## config.mk

```make
export PLATFORM = sky130hd
export DESIGN_NAME = ads_sample_ctrl
export DESIGN_NICKNAME = d
export VERILOG_FILES = /design/src/rtl/ads_sample_ctrl.sv
export SDC_FILE = /design/constraint.sdc
export NUM_CORES = 1
export LEC_CHECK = 0
export ABC_AREA = 1
export BUFFER_PORTS_ARGS = -buffer_cell sky130_fd_sc_hd__buf_2
export CORE_ASPECT_RATIO = 1.4
export CORE_MARGIN = 2
export CORE_UTILIZATION = 50
export CTS_CLUSTER_DIAMETER = 100
export CTS_CLUSTER_SIZE = 8
export DETAILED_ROUTE_END_ITERATION = 12
export GPL_ROUTABILITY_DRIVEN = 0
export HOLD_SLACK_MARGIN = 0.02
export PLACE_DENSITY = 0.8
export SLEW_MARGIN = 15
export SYNTH_ARGS = -nofsm -noshare
export SYNTH_HDL_FRONTEND = slang
export SYNTH_SLANG_ARGS = --single-unit
```

## constraint.sdc

```tcl
create_clock -name CLK_100M -period 1.6 [get_ports CLK_100M]
set_input_delay 0.08 -clock CLK_100M [delete_from_list [all_inputs] [get_ports CLK_100M]]
set_output_delay 0.08 -clock CLK_100M [all_outputs]
set_load 0.02 [all_outputs]
```

## src/rtl/ads_sample_ctrl.sv

```systemverilog
// ADS serial ADC sample controller: CONV_N pulse, 2-flop DRDY_N sync, SPI-style shift-in of a DATA_W word.
// Latency: request -> CONV_CYC (CONV) + DRDY wait + DATA_W*SCLK_DIV (SHIFT) + 1 (DONE); all outputs registered.
// No backpressure: requests while busy are dropped and flagged on OVERRUN; optional DRDY timeout via `ADS_DRDY_TIMEOUT_EN.
module ads_sample_ctrl #(
    parameter int DATA_W      = 16,
    parameter int SCLK_DIV    = 4,
    parameter int CONV_CYC    = 8,
    parameter int TIMEOUT_CYC = 1024
) (
    input  logic              CLK_100M,
    input  logic              CLK_RST,
    input  logic              SAMPLE_EN,
    input  logic              ADS_DRDY_N,
    input  logic              ADS_DOUT,
    output logic              ADS_CONV_N,
    output logic              ADS_CS_N,
    output logic              ADS_SCLK,
    output logic [DATA_W-1:0] DATA_OUT,
    output logic              DATA_VALID,
    output logic              BUSY,
    output logic              OVERRUN,
    output logic              TIMEOUT_ERR
);

    localparam int SHIFT_CYC = DATA_W * SCLK_DIV;
    localparam int HALF      = SCLK_DIV / 2;
    localparam int MAX_A     = (CONV_CYC > SHIFT_CYC) ? CONV_CYC : SHIFT_CYC;
    localparam int CNT_MAX   = (TIMEOUT_CYC > MAX_A) ? TIMEOUT_CYC : MAX_A;
    localparam int CNT_W     = $clog2(CNT_MAX + 1);
    localparam int HALF_W    = (HALF > 1) ? $clog2(HALF) : 1;

    typedef enum logic [2:0] {
        IDLE      = 3'd0,
        CONV      = 3'd1,
        WAIT_DRDY = 3'd2,
        SHIFT     = 3'd3,
        DONE      = 3'd4
    } state_t;

    state_t              state, state_nxt;
    logic [CNT_W-1:0]    cnt, cnt_nxt;
    logic [HALF_W-1:0]   hcnt, hcnt_nxt;
    logic [DATA_W-1:0]   shreg, shreg_nxt;
    logic                drdy_s1, drdy_s2;
    logic                timeout_hit;

    logic                conv_n_nxt, cs_n_nxt, sclk_nxt, valid_nxt, busy_nxt, overrun_nxt;
    logic [DATA_W-1:0]   data_nxt;

`ifdef ADS_DRDY_TIMEOUT_EN
    // DRDY still not seen in the last allowed wait cycle
    assign timeout_hit = (state == WAIT_DRDY) && drdy_s2 && (cnt == CNT_W'(TIMEOUT_CYC - 1));
`else
    assign timeout_hit = 1'b0;
`endif

    // DRDY_N is asynchronous; cleared to the not-ready level on reset
    always_ff @(posedge CLK_100M) begin
        if (CLK_RST) begin
            drdy_s1 <= 1'b1;
            drdy_s2 <= 1'b1;
        end else begin
            drdy_s1 <= ADS_DRDY_N;
            drdy_s2 <= drdy_s1;
        end
    end

    // State register plus the per-state cycle counter, half-period counter and shift register
    always_ff @(posedge CLK_100M) begin
        if (CLK_RST) begin
            state <= IDLE;
            cnt   <= '0;
            hcnt  <= '0;
            shreg <= '0;
        end else begin
            state <= state_nxt;
            cnt   <= cnt_nxt;
            hcnt  <= hcnt_nxt;
            shreg <= shreg_nxt;
        end
    end

    // Next-state logic; the cycle counter restarts on every state change and saturates
    always_comb begin
        state_nxt = state;
        case (state)
            IDLE:      if (SAMPLE_EN) state_nxt = CONV;
            CONV:      if (cnt == CNT_W'(CONV_CYC - 1)) state_nxt = WAIT_DRDY;
            WAIT_DRDY: begin
                if (!drdy_s2)        state_nxt = SHIFT;
                else if (timeout_hit) state_nxt = IDLE;
            end
            SHIFT:     if (cnt == CNT_W'(SHIFT_CYC - 1)) state_nxt = DONE;
            DONE:      state_nxt = IDLE;
            default:   state_nxt = IDLE;
        endcase
        if (state_nxt != state)
            cnt_nxt = '0;
        else if (cnt == CNT_W'(CNT_MAX))
            cnt_nxt = cnt;
        else
            cnt_nxt = cnt + CNT_W'(1);
    end

    // Output logic computed from the next state so every output is a flop aligned with its state
    always_comb begin
        conv_n_nxt  = (state_nxt != CONV);
        cs_n_nxt    = (state_nxt != SHIFT);
        busy_nxt    = (state_nxt != IDLE);
        valid_nxt   = (state_nxt == DONE);
        overrun_nxt = OVERRUN | (SAMPLE_EN && (state != IDLE));
        sclk_nxt    = 1'b0;
        hcnt_nxt    = '0;
        // SCLK starts low on SHIFT entry and toggles each HALF cycles; forced low elsewhere
        if ((state_nxt == SHIFT) && (state == SHIFT)) begin
            if (hcnt == HALF_W'(HALF - 1)) begin
                hcnt_nxt = '0;
                sclk_nxt = ~ADS_SCLK;
            end else begin
                hcnt_nxt = hcnt + HALF_W'(1);
                sclk_nxt = ADS_SCLK;
            end
        end
        // Capture DOUT on the same edge that raises SCLK, MSB first
        shreg_nxt = shreg;
        if (sclk_nxt && !ADS_SCLK)
            shreg_nxt = {shreg[DATA_W-2:0], ADS_DOUT};
        data_nxt = (state_nxt == DONE) ? shreg : DATA_OUT;
    end

    // Registered outputs
    always_ff @(posedge CLK_100M) begin
        if (CLK_RST) begin
            ADS_CONV_N  <= 1'b1;
            ADS_CS_N    <= 1'b1;
            ADS_SCLK    <= 1'b0;
            DATA_OUT    <= '0;
            DATA_VALID  <= 1'b0;
            BUSY        <= 1'b0;
            OVERRUN     <= 1'b0;
            TIMEOUT_ERR <= 1'b0;
        end else begin
            ADS_CONV_N  <= conv_n_nxt;
            ADS_CS_N    <= cs_n_nxt;
            ADS_SCLK    <= sclk_nxt;
            DATA_OUT    <= data_nxt;
            DATA_VALID  <= valid_nxt;
            BUSY        <= busy_nxt;
            OVERRUN     <= overrun_nxt;
            TIMEOUT_ERR <= timeout_hit;
        end
    end

endmodule

```

==> results.md, run 1 <==
* Diode count at 0
* Layout Skew at between 0.006 and 0.007 ns
* Hpwl dp at 3296 um
* Clock power frac at between 30 and 40%
* Cell type of the slowest stage on the worst timing path: dfxtp_1
* Critical Path RT at between 1.5 and 2 ns
* CP Max Fanout at 17
* Max Used Layer: met4
* Mean Syn Cell Area at between 8 and 9 um^2
* DR iter-0 viols at 77
* VDD IR-drop max at 0.0005717 V
* Period utilization at about 94%
* Post-Syn Area at between 2000 and 2500 um^2
* CP peak stage delay at between 0.4 and 0.5 ns
* Reg power frac at between 60% and 70%
* Pint at around 1800 uW
* Slew Viols, Final at 0
* Residual DRC at 0
* Outcome: finished, final reports clean
* Power Density at 850.8 nW/um^2
* Critical path cell sequence: inv_2, nor3_4, buf_4, buf_12, nand3_4, nand2_1, a21oi_1
* Layout cells sized above 1 at between 20% and 30%
* Switching Fraction at between 20 and 25%
* Non-Filler Instances at between 300 and 400
* Syn_nets at 290
* F_max at between 0.6 and 0.7 GHz
* Design area at around 2700 um^2
* Die width at 62.09 um
* Hold Vio Cnt, Final at 0
* Row Count at 29
* CTS buffer count at 5
* Gate power share at around 5.0%
* CP startpoint kind: flip-flop
* GR Overflow Total at 0
* Area grow syn2layout at 14.72%
* Hold_ws at between 0.04 and 0.05 ns
* Io pins at 28
* Setup violators final at 0
* Static Leak at about 0.0011 uW
* Wire length on met1 at ~1900 um
* Hold WC Path Type: in2reg
* First-pass GRT wire length at just under 8000 um
* Vias per cell at 5.074
* Later-pin clock latency in the skew report at about 0.31 ns
* Yosys reg bits at between 50 and 60
* Mapped Cells at roughly 280
* CP Capture Type: flip-flop
* Met2 wire length at roughly 2400 um
* GRT Total Usage at a little under a fifth
* Total negative slack at 0 ns
* Initial antenna violation count at 0
* CTS tree: built
* Post-DRT Antenna Nets at 0
* Largest net degree at the start of global routing at 23
* RSZ-0062 raised after global routing: no
* Vias at about 1900
* Placed Cells at roughly 370
* Critical path arrival at ~1.7 ns
* Clock sink count at 55
* Worst-case clock buffer depth at 2
* Placed inst area at 2579 um^2
* Sequential share of the synthesized area at approximately 47%
* Initial core utilization at between 50% and 60%
* Fin nets at around 320
* Core area at roughly 4500 um^2
* Warnings, synthesis at 0
* Minimum clock period at around 1.5 ns
* Critical setup path kind: reg2reg
* Vias in the first global route at about 1900
* Clock-pin slew on the worst setup and hold paths at roughly 0.1 ns
* # port buffers at 26
* Initial DRT Pass Iterations at 4
* Core Util, Final at 59.75%
* Die height at 85.33 um
* Switching power at 524.9 uW
* Htree depth at 2
* Synth cell types at 33
* Clk root buf: clkbuf_8
* WL met3 at about 110 um
* DIE AREA at 5298 um^2
* Wirelength per Cell at around 12 um
* Maxcap violations at 0
* Drt total wl at 4511 um
==> cell families (layout without fill, tap and decap cells) <==
kind of cell | Yosys count | count (layout) | share of synthesized area [%]
DFF | 55 | 55 | 46.61
and+or+nand+nor | 109 | 109 | 26.01
adders and majority gates | 2 | 2 | 1.059
other | 1 | 1 | 0.1587
AOI/OAI and AO/OA | 51 | 51 | 12.50
buffers and inverters | 57 | 89 | 10.70
xor gates and xnor gates | 8 | 8 | 2.966
==> synthesized netlist by cell type (all sizes together) <==
| cell | number | area share, % |
|---|---|---|
| a21oi | 33 | 8.6 |
| buf | 8 | 2.7 |
| clkbuf | 6 | 1.2 |
| conb | 1 | 0.16 |
| dfxtp | 55 | 47 |
| ha | 2 | 1.1 |
| inv | 43 | 6.8 |
| nand2 | 39 | 7.6 |
| nand3 | 13 | 4.3 |
| nand4 | 23 | 6.1 |
| nor2 | 23 | 4.9 |
| nor3 | 9 | 2.6 |
| o21ai | 17 | 3.6 |
| o31ai | 1 | 0.32 |
| or2 | 2 | 0.53 |
| xnor2 | 1 | 0.37 |
| xor2 | 7 | 2.6 |
==> power by group through the flow <==
stage | clock (uW) | sequential (uW) | combinational, uW
3_5_place_dp | 0 | 1420 | 113
3_3_place_gp | 0 | 1420 | 110
2_1_floorplan | 0 | 1430 | 65.6
6_report | 798 | 1390 | 116
4_1_cts | 821 | 1390 | 116
5_1_grt | 883 | 1390 | 132
==> flip-flops by register name (all words and copies together) (netlist names), 3 cells and up <==
register,cells
shreg,16
DATA_OUT,16
state,3
cnt,11
==> critical path, delay by kind of cell (launching register included) <==
family / cells / cell delay, ns
DFF: 1 / 0.42
and+or+nand+nor: 3 / 0.50
AOI/OAI and AO/OA: 1 / 0.06
buffers and inverters: 3 / 0.40
==> layer usage <==
layer	up-vias	GRT usage, %
met5	-	0
met4	0	7.737
met3	11	3.354
met2	28	32.95
met1	893	22.07
li1	981	-
==> per-stage QoR <==
step,setup WS (ns),power [uW]
final,0.09544,2306
after global routing,0.01609,2409
after CTS,0.02822,2326
after detailed placement,0.003051,1534
after global placement,0.08473,1529
after floorplan,0.1198,1494
==> repair_timing <==
item,in CTS,in global routing
gates resized for setup,1,4
hold buffers,1,0
setup buffers,0,1
hold endpoints to repair,1,0
endpoints found under the setup margin,3,20
pin swaps,0,1
==> final cells by class <==
cell class | instances | area, um^2
well taps | 62 | 77.57
fillers | 412 | 1826
multi-input cells | 171 | 1021
clock inverters | 2 | 16.27
repair buffers | 38 | 247.7
inverters | 43 | 161.4
clock buffers | 6 | 82.58
flip-flops and latches | 55 | 1104
==> cell usage in the layout (no fill, tap or decap), types with 2 or more instances in the layout <==
| cell | n |
|---|---|
| nand2_1 | 28 |
| inv_1 | 42 |
| buf_12 | 2 |
| xor2_1 | 7 |
| buf_4 | 9 |
| o21ai_1 | 6 |
| nand3_1 | 10 |
| clkbuf_8 | 6 |
| o21ai_0 | 11 |
| nor2_1 | 19 |
| or2_2 | 2 |
| buf_2 | 26 |
| dfxtp_2 | 2 |
| a21oi_1 | 23 |
| a21oi_2 | 10 |
| nor3_1 | 7 |
| dfxtp_1 | 53 |
| nand3_4 | 3 |
| nand2_2 | 10 |
| nor2_2 | 2 |
| nand4_1 | 23 |
==> worst paths after layout <==
kind,start,endpoint,slack (ns),cells past startpoint
min,ADS_DOUT,shreg[0],0.05,3
max,state[1],shreg[15],0.1,7
max reg2reg,state[1],shreg[15],0.1,7
min reg2reg,drdy_s1,drdy_s2,0.43,1
Power figures use the tool's default switching activity.
==> run 2, diff against run 1 <==
ABC_AREA = unset   (was 1)
==> run 2 against run 1 <==
Effect of this change:
- the run now ends with setup timing left
- global-route usage shrank 0.35 points
- flip-flop and latch count is the same
- first-iteration DRC count shrank 47%
- die area decreased by 7.4%
- wire length fell by 9.1%
- clock power decreased by 3.1%
- cell count decreased by 17%
- worst hold slack better by 0.052 ns
- critical path type unchanged
==> results.md, run 2 <==
* Worst Setup SP: cnt[6]
* Area share of the largest cell type after synthesis at 50.55% (+3.9 points)
* Hpwl dp at 2813 um (-15%)
* Die height at 82.10 um (-3.8%)
* CTS tree: built
* Most common cell after layout, fill and taps aside: dfxtp_1
* First-pass GRT wire length at 6975 um (-11%)
* DP Worst Slack at -0.07835 ns (-0.08140 ns)
* Power Density at 848.2 nW/um^2 (-0.31%)
* Post-Syn Area at 2178 um^2 (-7.8%)
* CTS buffer count at 5 (unchanged)
* Most frequent cell after synthesis: dfxtp_1
* Core area at 4204 um^2 (-7.3%)
* CP startpoint kind: flip-flop
* Reg power frac at 61.3% (+1.0 points)
* Non-Filler Instances at 313 (-17%)
* Number of synthesized flops with an enable pin at 0 (unchanged)
* Hold_ws at 0.09817 ns (+0.05203 ns)
* Static Leak at 0.001198 uW (+12%)
* Fin nets at 274 (-15%)
* DR iter-0 viols at 41 (-47%)
* Core Util, Final at 63.78% (+4.0 points)
* Period utilization at 102.3% (+8.3 points)
* Clock power frac at 34.0% (-0.6 points)
* GRT Total Usage at 18.68% (-0.35 points)
* Worst-case clock buffer depth at 2 (unchanged)
* Mean Syn Cell Area at 10.04 um^2 (+20%)
* Critical setup path kind: reg2reg
* Vias in the first global route at 1626 (-14%)
* Switching power at 527.8 uW (+0.55%)
* Sequential share of the synthesized area at 50.55% (+3.9 points)
* Most frequent cells in the layout: dfxtp_1 (50), nor2_1 (48), mux2i_1 (33), buf_2 (26), buf_4 (23)
* Switching Fraction at 23.21% (+0.44 points)
* FF-to-FF Start: cnt[6]
* Yosys reg bits at 55 (unchanged)
* Regs by FF count: DATA_OUT: 16 flops, shreg: 16 flops, cnt: 11 flops
* GR Overflow Total at 0 (unchanged)
* Post-DRT Antenna Nets at 0 (unchanged)
* Clock sink count at 55 (unchanged)
* Syn_nets at 224 (-23%)
* VDD IR-drop max at 0.0006807 V (+19%)
* Initial core utilization at 51.82% (-0.27 points)
* Hold_sp: CLK_RST
* Initial DRT Pass Iterations at 4 (unchanged)
* Most frequent cells after synthesis: dfxtp_1 (55), nor2_1 (48), mux2i_1 (34)
* Outcome: finished with violations
* Post-synth top area cell: dfxtp_1
* Slew Viols, Final at 0 (unchanged)
* Clk root buf: clkbuf_8
* Io pins at 28 (unchanged)
* Diode count at 0 (unchanged)
* Async set or reset register ratio after synthesis at 0% (unchanged)
* Tot Pwr at 2274 uW (-1.4%)
* Warnings, synthesis at 0 (unchanged)
* Drt total wl at 4100 um (-9.1%)
* Multi-input logic area at 1020 um^2 (-0.12%)
* Later-pin clock latency in the skew report at 0.31 ns (about the same)
* Wirelength per Cell at 13.10 um (+9.5%)
* CP Capture Type: flip-flop
* RSZ-0062 raised after global routing: yes
* DIE AREA at 4908 um^2 (-7.4%)
* Storage cell area at 1107 um^2 (+0.34%)
* Hold WC Path Type: in2reg
* Minimum clock period at 1.637 ns (+0.1329 ns)
* Vias at 1632 (-15%)
* CP Max Fanout at 8 (-9)
* Die width at 59.79 um (-3.7%)
* Vias per cell at 5.214 (+2.8%)
* Hold Vio Cnt, Final at 0 (unchanged)
* Initial antenna violation count at 0 (unchanged)
* Maxcap violations at 0 (unchanged)
* F_max at 0.6107 GHz (-8.1%)
* Area grow syn2layout at 23.09%
* Setup violators final at 28 (+28)
* Gate power share at 4.7% (-0.3 points)
* Layout Skew at 0.008241 ns (+0.001803 ns)
* Synth cell types at 39 (+18%)
* Top FF cell, synth: dfxtp_1
* Htree depth at 2 (unchanged)
* Pint at 1746 uW (-1.9%)
* Mapped Cells at 217 (-23%)
* # port buffers at 26 (unchanged)
* Layout cells sized above 1 at 27.99% (+2.3 points)
* Residual DRC at 0 (unchanged)
* Top post-synthesis cells by area: dfxtp_1 (51%), mux2i_1 (16%), nor2_1 (8.3%)
* Largest net degree at the start of global routing at 29 (+26%)
* Failing checks: setup timing
* Critical path arrival at 1.84 ns (+0.14 ns)
* Placed Cells at 298 (-19%)
* Row Count at 28 (-3.4%)
* Critical Path RT at 1.80 ns (about the same)
* Post-route worst setup slack at -0.03747 ns (-0.1329 ns)
* Clock-pin slew on the worst setup and hold paths at 0.10 ns (about the same)
* FILL cells at 336 (-18%)
==> run 2: kinds of logic after synthesis <==
group	synth area share, %
mux	15.62
compound gates	4.136
fa+ha+maj	1.149
buf+inv	3.733
other cells	0.1721
simple gates	20.62
flops	50.55
xor+xnor	4.021
==> run 2: final timing paths <==
| kind | end | slack, ns | cells past startpoint |
|---|---|---|---|
| setup reg to reg | shreg[10] | -0.04 | 8 |
| hold / removal | DATA_OUT[7] | 0.1 | 2 |
| hold reg to reg | drdy_s2 | 0.42 | 1 |
| setup / recovery | shreg[10] | -0.04 | 8 |
==> run 2: what timing repair did <==
item	CTS	global route
hold buffers	3	0
setup endpoints to repair	18	47
endpoints found under the hold margin	3	0
resized for setup	6	3
buffers inserted	4	0
pin swaps	12	3
cloned	1	0
==> run 2: stage by stage <==
stage                     setup TNS, ns  cell area, um^2
after floorplan                  -2.825             2202
after global placement         -0.02763             2504
after detailed placement        -0.2628             2504
after CTS                       -0.6088             2691
after global routing             -3.934             2681
final                           -0.4972             2681
==> run 2: critical path, cell delays in order (launching register included) <==
cell      delay (ns)
dfxtp_2         0.35
nor4_4          0.31
buf_4           0.18
buf_6           0.10
a311oi_4        0.08
buf_4           0.17
buf_16          0.14
mux2i_1         0.14
nor2_1          0.06
==> run 2: power groups by stage <==
| stage | Combinational, uW | Clock (uW) | Sequential, uW |
|---|---|---|---|
| global placement | 97.6 | 0 | 1430 |
| CTS | 105 | 788 | 1390 |
| detailed placement | 98.3 | 0 | 1430 |
| floorplan | 53.9 | 0 | 1430 |
| finish | 108 | 773 | 1390 |
| global route | 121 | 840 | 1400 |
==> run 2: final cells by class <==
class | instances | area share [%]
clock inverters | 3 | 0.8399
repair buffers | 55 | 14.61
clock buffers | 5 | 2.566
flip-flops and latches | 55 | 41.30
well taps | 45 | 2.100
inverters | 4 | 0.5600
multi-input cells | 146 | 38.03
==> run 2: metal layers <==
metal | global-route usage (%) | share of wire (%)
met2 | 33.37 | 52
met4 | 7.111 | 1.0
met5 | 0 | 0
met3 | 4.517 | 2.7
met1 | 21.01 | 44
